<file path="config.mk">
export PLATFORM = sky130hd
export DESIGN_NAME = mod_updown_counter
export DESIGN_NICKNAME = d
export VERILOG_FILES = /design/src/rtl/mod_updown_counter.sv
export SDC_FILE = /design/constraint.sdc
export NUM_CORES = 1
export LEC_CHECK = 0
export BUFFER_PORTS_ARGS = -buffer_cell sky130_fd_sc_hd__buf_2
export CORE_AREA = 2 2 39 41
export CTS_CLUSTER_DIAMETER = 50
export CTS_CLUSTER_SIZE = 24
export DETAILED_ROUTE_END_ITERATION = 16
export DIE_AREA = 0 0 41 43
export GPL_TIMING_DRIVEN = 0
export SETUP_SLACK_MARGIN = 0.1
export SLEW_MARGIN = 20
export SYNTH_ARGS = -nofsm -noshare
export SYNTH_HDL_FRONTEND = slang
export SYNTH_SLANG_ARGS = --single-unit
</file>
<file path="constraint.sdc">
create_clock -name clk -period 2.3 [get_ports clk]
set_clock_uncertainty 0.05 [all_clocks]
set_input_delay 0.115 -clock clk [delete_from_list [all_inputs] [get_ports clk]]
set_output_delay 0.115 -clock clk [all_outputs]
set_load 0.03 [all_outputs]
</file>
<file path="src/rtl/mod_updown_counter.sv">
// Loadable modulo-MODULO up/down counter with combinational terminal count and registered wrap pulse.
// Define COUNTER_SATURATE_EN to make the count stop at its limits instead of wrapping.
module mod_updown_counter #(
   parameter int unsigned WIDTH  = 4,
   parameter int unsigned MODULO = 10
) (
   input  logic             clk,
   input  logic             clear_n,
   input  logic             en,
   input  logic             up,
   input  logic             load,
   input  logic [WIDTH-1:0] load_val,
   output logic [WIDTH-1:0] count,
   output logic             tc,
   output logic             wrap
);

   localparam logic [WIDTH-1:0] LAST = WIDTH'(MODULO - 1);

   logic [WIDTH-1:0] count_q, count_d;
   logic [WIDTH-1:0] cur;
   logic             wrap_q, wrap_d;
   logic             at_top, at_bot;
`ifdef COUNTER_SATURATE_EN
   logic             pinned_q, pinned_d;
`endif

   always_comb begin
      // An out-of-range value is stepped as if it were the top of the range.
      cur     = (32'(count_q) >= MODULO) ? LAST : count_q;
      at_top  = (cur == LAST);
      at_bot  = (cur == '0);
      count_d = count_q;
      wrap_d  = 1'b0;
`ifdef COUNTER_SATURATE_EN
      pinned_d = 1'b0;
`endif
      if (load) begin
         count_d = (32'(load_val) >= MODULO) ? LAST : load_val;
      end else if (en) begin
`ifdef COUNTER_SATURATE_EN
         // Pulse only on the first blocked step; stay quiet while pinned.
         if ((up && at_top) || (!up && at_bot)) begin
            count_d  = up ? LAST : '0;
            pinned_d = 1'b1;
            wrap_d   = ~pinned_q;
         end else begin
            count_d = up ? cur + WIDTH'(1) : cur - WIDTH'(1);
         end
`else
         if (up) begin
            count_d = at_top ? '0 : cur + WIDTH'(1);
            wrap_d  = at_top;
         end else begin
            count_d = at_bot ? LAST : cur - WIDTH'(1);
            wrap_d  = at_bot;
         end
`endif
      end
   end

   always_ff @(posedge clk or negedge clear_n) begin
      if (!clear_n) begin
         count_q  <= '0;
         wrap_q   <= 1'b0;
`ifdef COUNTER_SATURATE_EN
         pinned_q <= 1'b0;
`endif
      end else begin
         count_q  <= count_d;
         wrap_q   <= wrap_d;
`ifdef COUNTER_SATURATE_EN
         pinned_q <= pinned_d;
`endif
      end
   end

   assign count = count_q;
   assign wrap  = wrap_q;
   assign tc    = en & ~load & ((up & (count_q == LAST)) | (~up & (count_q == '0)));

endmodule

</file>
==> results of run 1 <==
## metrics by stage
stage	worst slack (ns)	hold WS [ns]	power (mW)	cells
2_1_floorplan	0.315	-0.231	0.201	55
3_3_place_gp	0.944	-0.119	0.233	83
3_5_place_dp	0.940	-0.120	0.233	83
4_1_cts	0.691	0.0932	0.338	88
5_1_grt	0.507	0.105	0.360	88
6_report	0.699	0.0983	0.334	88
## power by group through the flow
| stage | sequential [mW] | clock [mW] | combinational, mW |
|---|---|---|---|
| 5_1_grt | 0.108 | 0.111 | 0.142 |
| 4_1_cts | 0.106 | 0.104 | 0.127 |
| 3_3_place_gp | 0.107 | 0 | 0.125 |
| 3_5_place_dp | 0.108 | 0 | 0.126 |
| 2_1_floorplan | 0.124 | 0 | 0.0762 |
| 6_report | 0.106 | 0.100 | 0.127 |
## cell families (layout without fill, tap and decap cells)
kind of cell,Yosys count,in the layout,synth area share [%]
muxes,2,2,4.34
buffers and inverters,10,27,13.3
and+or+nand+nor,22,22,31.4
DFF,5,5,27.1
AOI/OAI and AO/OA,16,16,23.8
## placed cells by master (no fill, tap or decap)
cell type / n
buf_2: 13
nor2_1: 6
inv_1: 5
dfrtp_1: 5
o21ai_0: 4
buf_6: 3
o21ai_1: 3
clkbuf_4: 3
clkbuf_1: 2
nor3_1: 2
a21oi_1: 2
mux2i_1: 2
nand3_1: 2
nand3b_1: 2
nand2b_1: 1
and2_4: 1
nor4_1: 1
and2_1: 1
nor3_2: 1
and4b_4: 1
nor4b_2: 1
o21ai_2: 1
a2111oi_2: 1
o31a_1: 1
and2b_1: 1
nand4_1: 1
a22o_1: 1
a211o_1: 1
nor3b_1: 1
a31oi_1: 1
a32oi_1: 1
dlygate4sd3_1: 1
## worst max-delay path by stage
| stage | startpoint | to | slack, ns |
|---|---|---|---|
| 2_1_floorplan | count[3] | tc | 0.31 |
| 3_3_place_gp | count[0] | count[2] | 0.94 |
| 3_5_place_dp | count[0] | count[2] | 0.94 |
| 4_1_cts | count[3] | tc | 0.69 |
| 5_1_grt | count[3] | tc | 0.51 |
| 6_report | count[3] | tc | 0.70 |
## critical path: cells and delay by family (launching register included)
family | cells | cell delay, ns
and+or+nand+nor | 2 | 0.34
DFF | 1 | 0.38
AOI/OAI and AO/OA | 1 | 0.06
buffers and inverters | 2 | 0.42
## area by class of cell
class,instances,area (um^2)
Fill cell,153,806
Multi-Input combinational cell,40,275
Sequential cell,5,125
Timing Repair Buffer,13,70.1
Buffer,5,42.5
Clock buffer,4,26.3
Tap cell,16,20.0
Inverter,5,18.8
## layer usage
layer  track usage [%]  vias to the layer above  wire length (um)
met5                 0                        -                 0
met4              4.00                        0                 0
met3              6.28                        0                44
met2              19.7                       12               462
met1              21.1                      199               499
li1                  -                      233                 -
## state kept, by name (all words and copies together) (netlist names)
signal,cells
wrap,1
count,4
## timing repair
| item | in CTS | in global routing |
|---|---|---|
| hold endpoints to repair | 5 | 0 |
| hold buffers | 1 | 0 |
| buffers inserted | 0 | 0 |
==> impl_summary.md, run 1 <==
Clock network
Post-CTS repair changed the size of 0 cells. The maximum buffer depth of the clock tree is 2. In this run the number of H-tree levels came out at 1.

The CTS tree is yes. The later pin in the worst-skew pair is clocked with a latency of 0.24 ns. The number of buffers inserted during clock tree synthesis is 3.

The clock-pin slew of the registers on the worst-case setup and hold paths is 0.04 ns. The clock root buffer is clkbuf_4. The clock sink count is 5.

Detailed routing
Summed over all layers, the routed wires come to 1010 um. Detailed routing inserted a total of 444 vias. The number of remaining DRC errors is 0. The DRC violation total after the first TritonRoute iteration is 15. The average detailed-routed wire length per instance is 11.4 um. The count of nets left with antenna violations once routing finished came out at 0. After detailed routing, the number of vias per cell comes to 5.05.

The number of detailed-routing iterations run before antenna repair is 3.

Timing
The worst path needs 1.60 ns of the cycle, external delays included. The maximum achievable frequency is 0.625 GHz. Headroom to the max-slew limit came out at 79.1%.

The accumulated negative setup slack is 0 ns. Setup repair after global routing left no endpoint under its margin. For the pin with the worst max-slew slack, the measured transition is roughly 0.31 ns. The final cycle utilization of the critical path is 69.6%. The number of failing hold endpoints at the final stage came to 0. Setup violations remaining at the end of the flow were counted as 0.

The number of max-slew violations in the final report is 0.

Final layout
The ratio of cells with drive above 1 in the final layout is a little over a third. The final design area excluding fillers is 578 um^2. The utilization of the core after routing is roughly two fifths. The final net count is 82. The number of antenna diodes in the final layout is 0. The area growth from synthesis to layout is 25.2%.

Setup path
The cell with the biggest individual delay on the critical path is dfrtp_1. Of all nets on the critical path, the largest fanout is 10. The startpoint identified for the worst register-to-register timing path is count[0]. The setup check on the worst reg-to-reg path leaves a slack of 0.93 ns. The critical path class is reg2out. For the worst setup path, the data required time is 2.13 ns.

The number of cells on the worst reg-to-reg path is 5. At the worst endpoint, the arrival time is 1.44 ns. The most frequent cell on the critical path is buf_2. The signal on the critical path passes through buf_2 > nor3_1 > a21oi_1 > nor4_1 > buf_2. The largest stage delay on the critical path is 0.38 ns. The startpoint type of the worst setup path is a flip-flop. The end of the worst register-to-register path is count[2].

The sort of element at the end of the critical path is a primary output.

Floorplan
In this run the standard cell core region covers between 1000 and 1500 um^2. The initial cell density of the core is 33.4%. Pin placement for this block handled 15 I/O pins.

The die covers 1760 um^2. The floorplan step set the die width to about 40 um. After floorplanning, the core was divided into 14 placement rows. The floorplan step set the die height to between 40 and 50 um.

Synthesis
Counting flops with a built-in enable in the synthesized netlist gives 0. The cell count after synthesis came out at 55. The netlist uses 30 different library cells. The number of synthesized register bits is 5. Of all cell types, the one taking the most synthesized area is dfrtp_1. The Yosys warning count is 0. The synthesized cell area is roughly 460 um^2. For this run, asynchronously set or reset flops after synthesis account for between 90% and 100%.

For this run, the leading register cell type out of synthesis is dfrtp_1. By area the synthesized netlist is led by dfrtp_1, buf_6, nor2_1, mux2i_1, o21ai_0. After synthesis, the largest area contributor takes up 27.1% of total cell area. The share of the Yosys chip area taken by registers is 27.1%. The commonest cells after synthesis are nor2_1, dfrtp_1, inv_1. Averaged over all synthesized cells, the footprint is 8.39 um^2.

The cell with the most instances after synthesis is nor2_1. The net count after synthesis is 64.

Pwr
Summed over all cells, the static leakage comes to between 0.2 and 0.3 nW. The worst ir drop on vdd is between 200 and 250 uV. The proportion of power drawn by flip-flops and latches is roughly a third. In this run the power spent charging and discharging nets is 0.118 mW. The power share of the clock group is between 20% and 30%. In this run the power density over the cells is 578 nW/um^2. Net switching is 35.4% of the power. The internal power of the cells totals 0.216 mW. Per report_power, the combinational group accounts for 38.2% of the total.

Global routing
After global routing the overflow that remains totals 0. The first global-routing pass estimated 1750 um of wire. The number of global-route vias before repair was 395. The initial antenna violation count is 0. Across every metal layer, demand over resource in global routing totals 14.7%.

The maximum number of pins on one net before global-route repair is 11.

Outcome
The run finished with clean final reports.

Min path
The path type of the worst min-delay path is in2reg. In this run the most critical hold path is launched from load_val[0]. The path with the worst hold slack has its endpoint at count[0]. The hold path depth is 3.

Place
The routability congestion estimate is 0.750. The count of buffers added on input and output ports is 12. The wire-length estimate of the detail-placed layout is 730 um.

The instance area after placement is 542 um^2.

Run
Max-cap violations in this run came to 0.
(Power assumes the default switching activity.)
==> run 2: changes to the inputs <==
==> constraint.sdc (replaced) <==
create_clock -name clk -period 1.7 [get_ports clk]
set_clock_uncertainty 0.05 [all_clocks]
set_input_delay 0.085 -clock clk [delete_from_list [all_inputs] [get_ports clk]]
set_output_delay 0.085 -clock clk [all_outputs]
set_load 0.03 [all_outputs]
==> run 2 against run 1 <==
  * Sequential cell count did not move
  * Via count rose by 2.0%
  * Clock power rose by 32%
  * Global-route usage fell by 0.39 points
  * Die area did not move
  * Core utilization rose by 2.4 points
  * Clock-buffer cell count did not move
  * Final area rose by 5.6%
  * First-iteration DRC count fell by 73%
  * Routed wire length rose by 0.50%
  * Critical endpoint unchanged
==> impl_summary.md, run 2 (same netlist as run 1, synthesis figures left out) <==
Pwr
In this run, flip-flops and latches consume 31.6% of the power. In this run the static leakage power is 0.271 nW. For this design the total switching power over the nets is 0.164 mW. Net switching is 35.6% of the power. The cell-internal power is 0.297 mW. The share of power burned in combinational logic is about two fifths.

The power share of the clock group is 28.6%. VDD sags by at most 485 uV. In this run the power density over the cells is 755 nW/um^2.

The overall power of the completed layout is 0.461 mW.

Setup path
The cell with the biggest individual delay on the critical path is dfrtp_1. The critical path goes through buf_6 > and2_4 > a21oi_1 > nor4_4 > buf_6. The worst reg2reg path depth is 5. In this run the critical register-to-register path is captured at count[2]. The data required time of the worst path is 1.56 ns. The worst setup path is launched from a flip-flop. STA classifies the critical path endpoint as a primary output.

The largest single stage delay on the critical path is between 0.3 and 0.4 ns. The cell that appears most often on the critical path is buf_6. By startpoint and endpoint, the worst setup path is classified as reg2out. The startpoint of the most critical register-to-register path is count[0]. The arrival time reported for the critical path endpoint is ~1.4 ns. The highest net fanout along the worst path is 10. The setup slack of the most critical reg-to-reg path is 0.34 ns.

Place
At the end of routability-driven placement, the weighted congestion stood at 0.716. The wire-length estimate of the detail-placed layout is 736 um. During placement, the flow inserted port buffers numbering 12. The instance area after placement is 557 um^2.

Timing
The relative max-transition margin is 79.7%. The slew at the pin with the worst max-slew slack is around 0.3 ns. The number of max-slew violations in the final report is 0. Setup repair after global routing left no endpoint under its margin. Setup violations remaining at the end of the flow were counted as 0. Subtracting the final worst setup slack from the clock period gives ~1.5 ns. The number of failing hold endpoints at the final stage was 0. Static timing analysis puts the maximum clock frequency at 0.671 GHz. The accumulated negative setup slack is 0 ns. The final cycle utilization of the critical path is a little under 90%.

Clock network
TritonCTS built the clock tree. The number of buffers inserted during clock tree synthesis is 3. The clock-pin slew of the registers on the worst-case setup and hold paths is 0.04 ns. The post-CTS setup buffer count is 0. The maximum buffer depth of the clock tree is 2. CTS placed an instance of clkbuf_4 at the clock tree root.

Clock latency on the worst-skew pair, taken at its later pin, is 0.24 ns. The H-tree level count is 1. For this design, the sink count on the clock tree is 5.

Detailed routing
The average detailed-routed wire length per instance is 11.5 um. The post-detailed-route via-to-cell ratio is 5.15. The first detailed-routing pass ran for 4 iterations. The remaining antenna violation count is 0.

In the routed design, unresolved DRC markers number 0. The detailed router finished its first iteration with 4 violations. The routed design has 1010 um of wire. The vias after detailed routing is ~450.

Final layout
The library cell used most frequently in the layout, excluding fill and tap cells, is buf_2. Once layout is done, the placed cells without fillers occupy ~610 um^2. The top cell types in the final layout, fill and taps aside, are buf_2, nor2_1, buf_6, inv_1, dfrtp_1. The number of diodes is 0. The layout has 147 filler cells.

The ratio of cells with drive above 1 in the final layout is 37.5%. Relative to the synthesized area, the layout overhead comes to 32.2%. The final net count is between 80 and 90.

The register with the most flip-flops in the layout has 4 of them.

Run
The number of max-cap violations is 0.

Global routing
The initial antenna violation count is 0. The global-route wire length before repair is 1670 um. The maximum number of pins on one net before global-route repair is 11.

The global router's overall resource usage is between 10% and 20%. The number of global-route vias before repair is around 360. The overall overflow remaining after global route is 0.

Floorplan
The horizontal die dimension is 41 um. The initial utilization of the core area, before any placement, comes to approximately a third. The number of ports placed on the die boundary is 15. The height of the die is 43 um. The die area is 1760 um^2. The area of the placeable core is ~1400 um^2.

The initialized floorplan defines 14 standard-cell rows.

Outcome
The flow ran to the end, and the final reports show no timing, DRC or antenna violations.

Min path
The worst hold path passes through 3 cells. The startpoint identified for the worst hold timing path is load_val[0]. The worst hold path terminates at count[0]. The path type of the worst min-delay path is in2reg.
## run 2: worst max path at each step
stage                         from  endpoint  slack [ns]
after global placement    count[0]  count[2]        0.33
final                     count[0]        tc        0.21
after CTS                 count[3]        tc        0.12
after global routing      count[3]        tc        0.10
after floorplan           count[0]  count[2]        0.23
after detailed placement  count[0]  count[2]        0.33
## run 2: metal layers
layer	GRT usage, %	vias up	part of all wire [%]
li1	-	236	-
met2	17.2	10	44
met5	0	-	0
met1	21.5	207	52
met4	4.00	0	0
met3	7.85	0	3.7
## run 2: worst max-delay path, delay by kind of cell, from the launching register on
family	cells	cell delay, ns
AOI/OAI and AO/OA	1	0.25
buffers and inverters	2	0.30
DFF	1	0.37
and+or+nand+nor	2	0.21
## run 2: power by group through the flow
stage / Sequential [mW] / Combinational (mW) / Clock [mW]
final: 0.146 / 0.183 / 0.132
after global routing: 0.147 / 0.201 / 0.160
after CTS: 0.145 / 0.177 / 0.141
after detailed placement: 0.147 / 0.175 / 0
after global placement: 0.147 / 0.173 / 0
after floorplan: 0.170 / 0.108 / 0
## run 2: stage by stage
stage                     setup slack [ns]  hold slack [ns]  instances  util (%)
after CTS                            0.120           0.0624         88      42.9
after floorplan                      0.232           -0.261         55         -
after global routing                 0.101           0.0637         88      44.1
after detailed placement             0.331           -0.144         83      40.2
final                                0.209           0.0639         88      44.1
after global placement               0.334           -0.149         83      40.2
## run 2: layout make-up
| type | count | area (um^2) | share of cell area (%) |
|---|---|---|---|
| clock buffer | 4 | 26.3 | 4.30 |
| inverter | 5 | 18.8 | 3.07 |
| multi-input combinational | 40 | 295 | 48.4 |
| timing repair buffer | 13 | 76.3 | 12.5 |
| tap | 16 | 20.0 | 3.28 |
| sequential | 5 | 125 | 20.5 |
| buffer | 5 | 48.8 | 7.99 |
## run 2: repair_timing
item	in CTS	in global routing
hold endpoints to repair	5	0
hold buffers	1	0
endpoints found under the setup margin	0	1
resized for setup	0	7
